--- config.mk ---
export PLATFORM = sky130hd
export DESIGN_NAME = accum_cpu_core
export DESIGN_NICKNAME = d
export VERILOG_FILES = /design/src/rtl/cpu_pkg.sv /design/src/rtl/accum_cpu_alu.sv /design/src/rtl/accum_cpu_core.sv
export SDC_FILE = /design/constraint.sdc
export NUM_CORES = 1
export LEC_CHECK = 0
export CORE_UTILIZATION = 43
export CTS_CLUSTER_DIAMETER = 80
export DETAILED_ROUTE_END_ITERATION = 8
export HOLD_SLACK_MARGIN = 0.05
export PLACE_DENSITY_LB_ADDON = 0.3
export RECOVER_POWER = 100
export SYNTH_ARGS = -nofsm -noshare
export SYNTH_HDL_FRONTEND = slang
export SYNTH_HIERARCHICAL = 1
export SYNTH_SLANG_ARGS = --single-unit
--- constraint.sdc ---
create_clock -name clk -period 3.7 [get_ports clk]
set_input_delay 0.925 -clock clk [delete_from_list [all_inputs] [get_ports clk]]
set_output_delay 0.925 -clock clk [all_outputs]
set_load 0.05 [all_outputs]
--- src/rtl/cpu_pkg.sv ---
// Shared types for the accumulator CPU: opcodes, FSM states, ALU selects and
// the signed skip-condition decode.
package cpu_pkg;

  localparam int unsigned OP_WIDTH = 4;

  typedef enum logic [3:0] {
    OP_LOAD  = 4'h1,
    OP_STORE = 4'h2,
    OP_ADD   = 4'h3,
    OP_SUB   = 4'h4,
    OP_HALT  = 4'h7,
    OP_SKIP  = 4'h8,
    OP_JUMP  = 4'h9,
    OP_CLEAR = 4'hA
  } opcode_t;

  typedef enum logic [2:0] {
    IDLE,
    FETCH_A,
    FETCH_B,
    FETCH_C,
    EXEC,
    MEM_WAIT,
    ALU_WB,
    HALT
  } state_t;

  typedef enum logic [1:0] {
    ALU_PASS,
    ALU_ADD,
    ALU_SUB
  } alu_op_t;

  localparam logic [1:0] SK_NEG  = 2'b00;
  localparam logic [1:0] SK_ZERO = 2'b01;
  localparam logic [1:0] SK_POS  = 2'b10;

  // AC is treated as two's complement; condition 11 never skips.
  function automatic logic skip_taken(input logic [1:0] cond, input logic ac_neg,
                                      input logic ac_zero);
    logic taken;
    taken = 1'b0;
    case (cond)
      SK_NEG:  taken = ac_neg;
      SK_ZERO: taken = ac_zero;
      SK_POS:  taken = !ac_neg && !ac_zero;
      default: taken = 1'b0;
    endcase
    return taken;
  endfunction

endpackage

--- src/rtl/accum_cpu_alu.sv ---
// Combinational accumulator ALU: pass-through, add or subtract, wrapping
// modulo 2^DATA_WIDTH.
module accum_cpu_alu
  import cpu_pkg::*;
#(
  parameter int unsigned DATA_WIDTH = 8
) (
  input  alu_op_t               alu_op,
  input  logic [DATA_WIDTH-1:0] a,
  input  logic [DATA_WIDTH-1:0] b,
  output logic [DATA_WIDTH-1:0] result_c
);

  always_comb begin
    result_c = b;
    case (alu_op)
      ALU_ADD: result_c = a + b;
      ALU_SUB: result_c = a - b;
      default: result_c = b;
    endcase
  end

endmodule

--- src/rtl/accum_cpu_core.sv ---
// Two-word-instruction accumulator CPU. A single FSM fetches, decodes and
// executes while driving a synchronous single-port RAM directly.
module accum_cpu_core
  import cpu_pkg::*;
#(
  parameter int unsigned           ADDR_WIDTH = 8,
  parameter int unsigned           DATA_WIDTH = 8,
  parameter logic [ADDR_WIDTH-1:0] START_ADDR = '0
) (
  input  logic                  clk,
  input  logic                  rst,
  input  logic                  start,
  output logic [ADDR_WIDTH-1:0] mem_addr,
  output logic [DATA_WIDTH-1:0] mem_wdata,
  input  logic [DATA_WIDTH-1:0] mem_rdata,
  output logic                  mem_cs,
  output logic                  mem_we,
  output logic                  mem_oe,
  output logic                  halted,
  output logic                  retired,
  output logic                  illegal_op,
  output logic [ADDR_WIDTH-1:0] pc_dbg,
  output logic [DATA_WIDTH-1:0] ac_dbg
);

  if (ADDR_WIDTH > DATA_WIDTH || DATA_WIDTH < 8) begin : g_param_check
    $error("accum_cpu_core: requires DATA_WIDTH >= 8 and ADDR_WIDTH <= DATA_WIDTH");
  end

  state_t                state_q, state_d;
  logic [ADDR_WIDTH-1:0] pc_q, pc_d;
  logic [DATA_WIDTH-1:0] ac_q, ac_d;
  logic [DATA_WIDTH-1:0] mbr_q, mbr_d;
  logic [DATA_WIDTH-1:0] ir1_q, ir1_d;
  logic [DATA_WIDTH-1:0] ir2_q, ir2_d;
  logic                  illegal_q, illegal_d;

  logic [OP_WIDTH-1:0]   op;
  logic [1:0]            cond;
  logic [ADDR_WIDTH-1:0] operand;
  alu_op_t               alu_op;
  logic [DATA_WIDTH-1:0] alu_result_c;
  logic                  unused_ir;

  assign op        = ir1_q[DATA_WIDTH-1 -: OP_WIDTH];
  assign cond      = ir1_q[1:0];
  assign operand   = ir2_q[ADDR_WIDTH-1:0];
  assign unused_ir = ^{ir1_q[DATA_WIDTH-OP_WIDTH-1:2], ir2_q};

  assign pc_dbg     = pc_q;
  assign ac_dbg     = ac_q;
  assign illegal_op = illegal_q;

  always_comb begin
    alu_op = ALU_PASS;
    case (op)
      OP_ADD:  alu_op = ALU_ADD;
      OP_SUB:  alu_op = ALU_SUB;
      default: alu_op = ALU_PASS;
    endcase
  end

  accum_cpu_alu #(
    .DATA_WIDTH(DATA_WIDTH)
  ) u_alu (
    .alu_op  (alu_op),
    .a       (ac_q),
    .b       (mbr_q),
    .result_c(alu_result_c)
  );

  // State and datapath registers.
  always_ff @(posedge clk) begin
    if (rst) begin
      state_q   <= IDLE;
      pc_q      <= START_ADDR;
      ac_q      <= '0;
      mbr_q     <= '0;
      ir1_q     <= '0;
      ir2_q     <= '0;
      illegal_q <= 1'b0;
    end else begin
      state_q   <= state_d;
      pc_q      <= pc_d;
      ac_q      <= ac_d;
      mbr_q     <= mbr_d;
      ir1_q     <= ir1_d;
      ir2_q     <= ir2_d;
      illegal_q <= illegal_d;
    end
  end

  // Next state, datapath updates and memory strobes, all keyed off state_q.
  always_comb begin
    state_d   = state_q;
    pc_d      = pc_q;
    ac_d      = ac_q;
    mbr_d     = mbr_q;
    ir1_d     = ir1_q;
    ir2_d     = ir2_q;
    illegal_d = illegal_q;
    mem_addr  = '0;
    mem_wdata = '0;
    mem_cs    = 1'b0;
    mem_we    = 1'b0;
    mem_oe    = 1'b0;
    halted    = 1'b0;
    retired   = 1'b0;

    case (state_q)
      IDLE: begin
        if (start) state_d = FETCH_A;
      end
      FETCH_A: begin
        mem_addr = pc_q;
        mem_cs   = 1'b1;
        mem_oe   = 1'b1;
        state_d  = FETCH_B;
      end
      FETCH_B: begin
        mem_addr = pc_q + ADDR_WIDTH'(1);
        mem_cs   = 1'b1;
        mem_oe   = 1'b1;
        ir1_d    = mem_rdata;
        state_d  = FETCH_C;
      end
      FETCH_C: begin
        ir2_d   = mem_rdata;
        pc_d    = pc_q + ADDR_WIDTH'(2);
        state_d = EXEC;
      end
      EXEC: begin
        retired = 1'b1;
        state_d = FETCH_A;
        case (op)
          OP_LOAD, OP_ADD, OP_SUB: begin
            mem_addr = operand;
            mem_cs   = 1'b1;
            mem_oe   = 1'b1;
            retired  = 1'b0;
            state_d  = MEM_WAIT;
          end
          OP_STORE: begin
            mem_addr  = operand;
            mem_wdata = ac_q;
            mem_cs    = 1'b1;
            mem_we    = 1'b1;
          end
          OP_HALT:  state_d = HALT;
          OP_SKIP: begin
            if (skip_taken(cond, ac_q[DATA_WIDTH-1], ac_q == '0)) pc_d = pc_q + ADDR_WIDTH'(2);
          end
          OP_JUMP:  pc_d = operand;
          OP_CLEAR: ac_d = '0;
          default:  illegal_d = 1'b1;
        endcase
      end
      MEM_WAIT: begin
        mbr_d   = mem_rdata;
        state_d = ALU_WB;
      end
      ALU_WB: begin
        ac_d    = alu_result_c;
        retired = 1'b1;
        state_d = FETCH_A;
      end
      HALT: begin
        halted = 1'b1;
      end
      default: state_d = IDLE;
    endcase
  end

endmodule

==> results of run 1 <==
placed cells by master, fill, tap and decap left out, drive strengths merged, types with 10 or more instances in the layout:
cell         count
dlygate4sd3     20
ha              11
clkbuf          18
nor2            29
dfxtp           42
xnor2           12
buf             15
a22oi           10
o21ai           15
a21oi           39
nand3           17
and2            10
inv             12
nand2           56
cell families (layout without fill, tap and decap cells):
| kind of cell | after synthesis | in the layout |
|---|---|---|
| AO/OA/AOI/OAI | 95 | 95 |
| multiplexers | 13 | 13 |
| adder cells (fa/ha/maj) | 12 | 12 |
| flip-flops | 42 | 42 |
| buffers and inverters | 35 | 78 |
| AND/OR/NAND/NOR | 143 | 143 |
| XOR/XNOR | 18 | 18 |
per-stage QoR:
stage                     setup slack (ns)  hold WS [ns]  instance area [sq um]  util, %  total power [mW]
final                                0.234         0.470                   3390     55.7              1.12
after CTS                            0.463         0.483                   3510     57.6              1.14
after global placement               0.606         0.450                   3380     55.4             0.693
after global routing                0.0680         0.511                   3390     55.7              1.17
after floorplan                      0.240         0.446                   2790        -             0.633
after detailed placement             0.496         0.465                   3380     55.4             0.696
worst min-delay path, stage by stage, from the launching register on:
cell,delay [ns]
dfxtp_1,0.33
a31oi_1,0.04
nor2_1,0.07
routing by layer:
| layer | GRT usage (%) | share of wire, % | vias up |
|---|---|---|---|
| li1 | - | - | 1343 |
| met1 | 32.0 | 46 | 1276 |
| met2 | 39.0 | 48 | 91 |
| met3 | 3.74 | 4.8 | 9 |
| met4 | 8.28 | 1.2 | 0 |
| met5 | 0 | 0 | - |
sequential cells by signal, indices dropped and copies added, names as in the netlist:
name,cells
ac_dbg,8
illegal_op,1
ir2_q,8
mbr_q,8
ir1_q,6
state_q,3
pc_dbg,8
power groups by stage:
stage	combinational [mW]	sequential, mW	clock [mW]
after global placement	0.197	0.496	0
after CTS	0.201	0.486	0.458
final	0.189	0.487	0.448
after detailed placement	0.200	0.497	0
after global routing	0.204	0.490	0.480
after floorplan	0.142	0.491	0
final cells by class:
cell class,count,area (sq um)
Fill cell,613,2700
Clock inverter,3,68.8
Multi-Input combinational cell,281,1760
Timing Repair Buffer,58,522
Sequential cell,42,841
Inverter,12,45.0
Tap cell,75,93.8
Clock buffer,5,68.8
cell usage after synthesis (10+ instances only):
library cell  number  share of area, %
nor2_1            29               3.9
dfxtp_1           42                30
nand3_1           17               3.1
a21oi_1           39               7.0
inv_1             12               1.6
ha_1              11               4.9
a22oi_1           10               2.7
clkbuf_1          15               2.0
o21ai_0           13               2.3
nand2_1           55               7.4
xnor2_1           12               3.8
path summary, 6_finish.rpt:
check / endpoint / startpoint / cells after the start / slack [ns]
worst max-delay path: mem_addr[3] / state_q[2] / 7 / 0.23
worst max register to register: ac_dbg[6] / ir1_q[5] / 15 / 0.42
worst min-delay path: illegal_op / illegal_op / 2 / 0.47
worst min register to register: illegal_op / illegal_op / 2 / 0.47
==> results.txt, run 1 <==
post-CTS sizing: 0
I/O Buffers: 48
# DRC: 0
detailed router's first-iteration violation count: 195
Setup TNS Final: 0 ns
initial antenna violation count: 0
Hold-fix buffers, CTS: 0
critical path, cell by cell: nor2b_1, nand2_1, nor4b_1, clkbuf_1, nand2_1, o211ai_1, clkbuf_1
clock buffer count from CTS: 5
GRT Resource Usage Total: 23.9%
vias per inst: 5.71
first-pass GRT wire length: 12400 um
Die Y: 82.5 um
Worst EP required: 2.77 ns
die area: 0.00681 sq mm
share of cells above drive strength 1: 11.2%
CP Launch Type: flip-flop
worst slew pin tran: 1.94 ns
io pins: 49
routability congestion estimate from global placement: 0.891
Post-Syn Nets: 381
leak pwr: 1.35 nW
post-synthesis xor/xnor area fraction: 5.66%
Clock Skews: 0.00872 ns
total grt overflow: 0
ANT nets after route: 0
Fmax: 289 MHz
CTS tree: yes
Hold Crit Class: flip-flop to flip-flop
root buffer cell: clkbuf_8
Clk Latency, worst-skew pair: 0.30 ns
Finished Layout Cells: 476
relative slew slack: -31.2%
Die W: 82.5 um
internal power: 0.801 mW
warning count from the yosys run: 6
#FFs+latches synth: 42
final setup violation count: 0
Tmin final: 3.47 ns
multiplexer area fraction after synthesis: 4.89%
syn avg cell area: 7.78 sq um
Worst Path Arrival: 2.54 ns
initial core utilization: 45.7%
Post-Syn Instances: 358
outcome: complete, but fails checks
Combinational Power Share: 16.8%
fraction of registers with async set/reset: 0%
largest family of logic cells by synthesized area: simple AND/OR/NAND/NOR gates
DR pass1 iterations: 5
Clk pin slew, worst setup/hold paths: 0.09 ns
maxcap violations: 1
crit path capture type: output pin
switching share of power: 28.6%
ys flop type: dfxtp_1
DP Cell Count: 468
HPWL after DPL: 5440 um
Post-Synth Simple-Gate Area: 26.3%
wire per inst: 15.7 um
clock share of power: 39.9%
EDFF count, synth: 0
largest net degree at the start of global routing: 29
vias in the first global route: 2596
vias: 2719
post-CTS setup buffer count: 0
slowest CP cell: dfxtp_1
Detailed Route WL: 7470 um
Flop pwr share: 43.3%
RSZ-0062 raised after global routing: false
post-synth cell types: 56
Final Hold Fails: 0
Core ar.: 0.00610 sq mm
# diodes: 0
CP top delay family: buffers and inverters
Longest Clk Path Bufs: 2
max incr delay on CP: 0.53 ns
area grow syn2layout: 21.8%
Max Fanout on Critical Path: 10
# nets final: 423
cell area after synthesis: 0.00279 sq mm
H-Tree Depth: 2
Max VDD drop: 0.000215 V
post-synthesis adder-cell area fraction: 5.66%
NetSw: 0.321 mW
Synth Area in Compound Gates: 22.1%
Final Slew Violations: 10
pwr/cell area: 331 mW/mm^2
period utilisation layout: 93.7%
failing checks: max-capacitance violations, max-slew violations
Sink Count: 42
num rows: 28
sequential fraction of the synthesis area: 30.2%
CP Class: flip-flop to output pin
Buf+Inv Stages, Crit Path: 2
Power figures use the tool's default switching activity.
==> run 2: changes to the inputs <==
--- a/config.mk
+++ b/config.mk
@@ -8,6 +8,7 @@
 export CORE_UTILIZATION = 43
 export CTS_CLUSTER_DIAMETER = 80
 export DETAILED_ROUTE_END_ITERATION = 8
+export GPL_TIMING_DRIVEN = 0
 export HOLD_SLACK_MARGIN = 0.05
 export PLACE_DENSITY_LB_ADDON = 0.3
 export RECOVER_POWER = 100
==> results.txt, run 2 (same netlist as run 1, synthesis figures left out) <==
outcome: complete, but fails checks
failing checks: max-capacitance violations, max-slew violations
HPWL after DPL: 5530 um (+1.7%)
Max VDD drop: 0.000155 V (-28%)
# diodes: 0 (unchanged)
setup slack at placement: -0.133 ns (-0.628 ns)
# nets final: 436 (+3.1%)
leak pwr: 1.34 nW (-0.96%)
Die Y: 82.5 um (unchanged)
hold-critical path depth: 2 (unchanged)
Longest Clk Path Bufs: 2 (unchanged)
largest net degree at the start of global routing: 15 (-48%)
io pins: 49 (unchanged)
Detailed Route WL: 7570 um (+1.3%)
Core ar.: 0.00610 sq mm (unchanged)
pwr/cell area: 297 mW/mm^2 (-10%)
# DRC: 0 (unchanged)
crit path capture type: output pin
ANT nets after route: 0 (unchanged)
Worst Path Arrival: 2.65 ns (+0.11 ns)
total grt overflow: 0 (unchanged)
die area: 0.00681 sq mm (unchanged)
Max Fanout on Critical Path: 10 (unchanged)
detailed router's first-iteration violation count: 188 (-3.6%)
Hold Crit Class: flip-flop to flip-flop
initial antenna violation count: 0 (unchanged)
I/O Buffers: 47 (-2.1%)
Tmin final: 3.57 ns (+0.106 ns)
CTS tree: yes
Clock Skews: 0.0107 ns (+0.00203 ns)
Fmax: 280 MHz (-3.0%)
most common cell after layout, fill and taps aside: nand2_1
period utilisation layout: 96.5% (+2.9 points)
num rows: 28 (unchanged)
Worst EP required: 2.77 ns (about the same)
root buffer cell: clkbuf_8
clock buffer count from CTS: 5 (unchanged)
vias per inst: 5.62 (-1.7%)
Die W: 82.5 um (unchanged)
Clk Latency, worst-skew pair: 0.31 ns (about the same)
Final Slew Violations: 10 (unchanged)
final setup violation count: 0 (unchanged)
Clk pin slew, worst setup/hold paths: 0.09 ns (about the same)
most frequent cells in the layout: 55 x nand2_1, 41 x dfxtp_1, 39 x a21oi_1, 29 x nor2_1, 22 x clkbuf_1
CP Launch Type: flip-flop
final core occ: 55.2% (-0.51 points)
GRT Resource Usage Total: 24.3% (+0.38 points)
CP Class: flip-flop to output pin
worst slew pin tran: 1.99 ns (+0.0467 ns)
fin worst setup slack: 0.128 ns (-0.106 ns)
reg2reg path depth: 14 (-1)
Final Power: 0.997 mW (-11%)
Hold-fix buffers, CTS: 0 (unchanged)
vias: 2747 (+1.0%)
routability congestion estimate from global placement: 0.888 (-0.30%)
relative slew slack: -34.3% (-3.2 points)
Sink Count: 42 (unchanged)
first-pass GRT wire length: 12500 um (about the same)
RSZ-0062 raised after global routing: false
vias in the first global route: 2649 (+2.0%)
H-Tree Depth: 2 (unchanged)
wire per inst: 15.5 um (-1.4%)
initial core utilization: 45.7% (unchanged)
share of cells above drive strength 1: 9.42% (-1.8 points)
Final Hold Fails: 0 (unchanged)
DR pass1 iterations: 4 (-1)
maxcap violations: 1 (unchanged)
area grow syn2layout: 20.7%
run 2: cell count changes in the layout (fill, tap and decap cells not counted), sizes merged, moves of 2 or more:
cell / previous run / this run
clkbuf: 18 / 31
buf: 15 / 9
dlygate4sd2: 0 / 6
bufinv: 2 / 0
run 2: where the power goes:
part	internal, mW	switching (mW)	total (mW)
sequential	0.464	0.0113	0.475
clock	0.133	0.179	0.312
combinational	0.0701	0.140	0.210
total	0.667	0.330	0.997
run 2: what timing repair did:
action / 4_1_cts / 5_1_grt
gates resized for setup: 11 / 18
endpoints found under the setup margin: 18 / 22
buffers inserted: 2 / 1
hold endpoints to repair: 0 / 0
pin swaps: 1 / 1
run 2: worst paths after layout:
kind,startpoint,to,slack [ns]
setup / recovery,state_q[2],mem_addr[2],0.13
hold / removal,mbr_q[7],mbr_q[7],0.48
setup reg to reg,ir1_q[6],ac_dbg[6],0.30
hold reg to reg,mbr_q[7],mbr_q[7],0.48
run 2: through the flow:
stage | instance area, sq um | hold WS, ns | setup TNS (ns) | instances
6_report | 3360 | 0.476 | 0 | 489
5_1_grt | 3360 | 0.505 | 0 | 489
4_1_cts | 3460 | 0.477 | 0 | 490
3_5_place_dp | 3350 | 0.464 | -0.400 | 480
3_3_place_gp | 3350 | 0.454 | -0.139 | 480
2_1_floorplan | 2790 | 0.446 | 0 | 358
run 2: cell type report:
type | count | area, sq um
clock buffers | 5 | 68.8
fillers | 627 | 2730
well taps | 75 | 93.8
multi-input cells | 281 | 1780
clock inverters | 3 | 21.3
plain buffers | 21 | 96.3
flip-flops and latches | 42 | 842
repair buffers | 50 | 417
inverters | 12 | 45.0
run 2: per-layer routing:
layer / part of all wire [%] / GRT usage, %
met1: 46 / 31.6
met2: 46 / 40.7
met5: 0 / 0
met4: 1.8 / 8.45
met3: 5.4 / 3.85
run 2: worst max-delay path: stages (launching register included):
cell	delay, ns
dfxtp_1	0.32
buf_2	0.19
nor2b_1	0.36
nand2_1	0.21
nor4b_4	0.31
buf_4	0.21
a22oi_1	0.10
o21ai_0	0.10
dlygate4sd1_1	0.54
==> run 3: changes to the inputs <==
--- a/config.mk
+++ b/config.mk
@@ -5,12 +5,12 @@
 export SDC_FILE = /design/constraint.sdc
 export NUM_CORES = 1
 export LEC_CHECK = 0
-export CORE_UTILIZATION = 43
+export CORE_UTILIZATION = 41
 export CTS_CLUSTER_DIAMETER = 80
 export DETAILED_ROUTE_END_ITERATION = 8
 export GPL_TIMING_DRIVEN = 0
 export HOLD_SLACK_MARGIN = 0.05
-export PLACE_DENSITY_LB_ADDON = 0.3
+export PLACE_DENSITY_LB_ADDON = 0.25
 export RECOVER_POWER = 100
 export SYNTH_ARGS = -nofsm -noshare
 export SYNTH_HDL_FRONTEND = slang
==> results.txt, run 3 (same netlist as run 1, synthesis figures left out) <==
outcome: complete, but fails checks
failing checks: design-rule violations
setup slack at placement: -0.0927 ns (+0.0402 ns)
Clk pin slew, worst setup/hold paths: 0.08 ns (about the same)
relative slew slack: 27.4% (+62 points)
Clock Skews: 0.00541 ns (-0.00534 ns)
Fin Hold WS: 0.470 ns (-0.00599 ns)
CTS tree: yes
Worst EP required: 2.77 ns (about the same)
HPWL after DPL: 5540 um (+0.17%)
io pins: 49 (unchanged)
Core ar.: 0.00646 sq mm (+6.0%)
share of cells above drive strength 1: 9.42% (unchanged)
wire per inst: 15.2 um (-1.8%)
vias per inst: 5.51 (-2.0%)
# DRC: 2 (+2)
die area: 0.00713 sq mm (+4.8%)
total grt overflow: 0 (unchanged)
num rows: 29 (+3.6%)
# diodes: 0 (unchanged)
Setup TNS Final: 0 ns (unchanged)
Detailed Route WL: 7460 um (-1.4%)
CP top delay family: buffers and inverters
crit path capture type: output pin
RSZ-0062 raised after global routing: false
worst slew pin tran: 1.08 ns (-0.913 ns)
Die W: 84.4 um (+2.4%)
routability congestion estimate from global placement: 0.880 (-0.96%)
ANT nets after route: 0 (unchanged)
largest net degree at the start of global routing: 13 (-2)
Buf+Inv Stages, Crit Path: 3 (unchanged)
Sink Count: 42 (unchanged)
leak pwr: 1.31 nW (-1.9%)
vias: 2704 (-1.6%)
Longest Clk Path Bufs: 2 (unchanged)
final setup violation count: 0 (unchanged)
clock buffer count from CTS: 5 (unchanged)
most frequent cells in the layout: 55 x nand2_1, 42 x dfxtp_1, 39 x a21oi_1, 29 x nor2_1, 27 x clkbuf_1
detailed router's first-iteration violation count: 115 (-39%)
period utilisation layout: 94.9% (-1.6 points)
fin worst setup slack: 0.189 ns (+0.0606 ns)
most common cell after layout, fill and taps aside: nand2_1
I/O Buffers: 47 (unchanged)
# nets final: 437 (+0.23%)
Clk Latency, worst-skew pair: 0.30 ns (about the same)
CP Class: flip-flop to output pin
critical path, cell by cell: buf_2, nor2b_1, nand2_1, nor4b_4, buf_4, a22oi_1, o21ai_0, dlygate4sd2_1
# fillers: 659 (+5.1%)
Die Y: 84.4 um (+2.4%)
maxcap violations: 0 (-1)
max incr delay on CP: 0.55 ns (about the same)
initial core utilization: 43.1% (-2.6 points)
Hold Crit Class: flip-flop to flip-flop
Max VDD drop: 0.000170 V (+9.8%)
H-Tree Depth: 2 (unchanged)
Tmin final: 3.51 ns (-0.0606 ns)
vias in the first global route: 2517 (-5.0%)
Final Slew Violations: 0 (-10)
DR pass1 iterations: 6 (+2)
Fmax: 285 MHz (+1.7%)
Max Fanout on Critical Path: 10 (unchanged)
area grow syn2layout: 20.3%
slowest CP cell: dlygate4sd2_1
Final Hold Fails: 0 (unchanged)
GRT Resource Usage Total: 21.5% (-2.9 points)
initial antenna violation count: 0 (unchanged)
pwr/cell area: 291 mW/mm^2 (-2.0%)
Worst Path Arrival: 2.59 ns (-0.06 ns)
CP Launch Type: flip-flop
first-pass GRT wire length: 12200 um (-1.8%)
root buffer cell: clkbuf_8
Final Power: 0.974 mW (-2.3%)
run 3: metal layers:
metal  GRT usage (%)  vias to the layer above  routed length (um)
met5               0                        -                   0
met4            7.09                        0                  57
met3            2.75                        4                 294
met2            37.9                       63                3680
met1            27.1                     1263                3440
li1                -                     1374                   -
run 3: path summary, 6_finish.rpt:
path | to | slack (ns) | start | depth (start not counted)
hold / removal | illegal_op | 0.47 | illegal_op | 2
setup reg to reg | ac_dbg[7] | 0.34 | ir1_q[5] | 17
hold reg to reg | illegal_op | 0.47 | illegal_op | 2
setup / recovery | mem_addr[2] | 0.19 | state_q[2] | 8
run 3: timing repair:
action / in CTS / in global routing
setup endpoints to repair: 18 / 17
pin swaps: 2 / 0
endpoints found under the hold margin: 0 / 0
hold buffers: 0 / 0
resized for setup: 7 / 19
buffers inserted: 3 / 0
run 3: layout make-up:
| type | count | area (sq um) | area share [%] |
|---|---|---|---|
| Multi-Input combinational cell | 281 | 1790 | 53.4 |
| Sequential cell | 42 | 841 | 25.1 |
| Timing Repair Buffer | 50 | 400 | 11.9 |
| Buffer | 22 | 100 | 2.99 |
| Tap cell | 77 | 96.3 | 2.87 |
| Clock buffer | 5 | 68.8 | 2.05 |
| Inverter | 12 | 45.0 | 1.34 |
| Clock inverter | 2 | 10.0 | 0.299 |
run 3: metrics by stage:
| step | util (%) | area, sq um | instances |
|---|---|---|---|
| floorplan | - | 2790 | 358 |
| global placement | 51.9 | 3350 | 482 |
| detailed placement | 51.9 | 3350 | 482 |
| CTS | 53.7 | 3470 | 492 |
| global route | 51.9 | 3350 | 491 |
| finish | 51.9 | 3350 | 491 |
run 3: worst min-delay path, stage by stage (launching register included):
cell and delay (ns):
dfxtp_1 0.33, a31oi_1 0.04, nor2_1 0.07
run 3: report_power, final:
| group | switching [mW] | internal [mW] | total [mW] | leakage [nW] |
|---|---|---|---|---|
| registers | 0.00819 | 0.464 | 0.472 | 0.339 |
| logic | 0.141 | 0.0710 | 0.212 | 0.931 |
| clock network | 0.163 | 0.127 | 0.290 | 0.0438 |
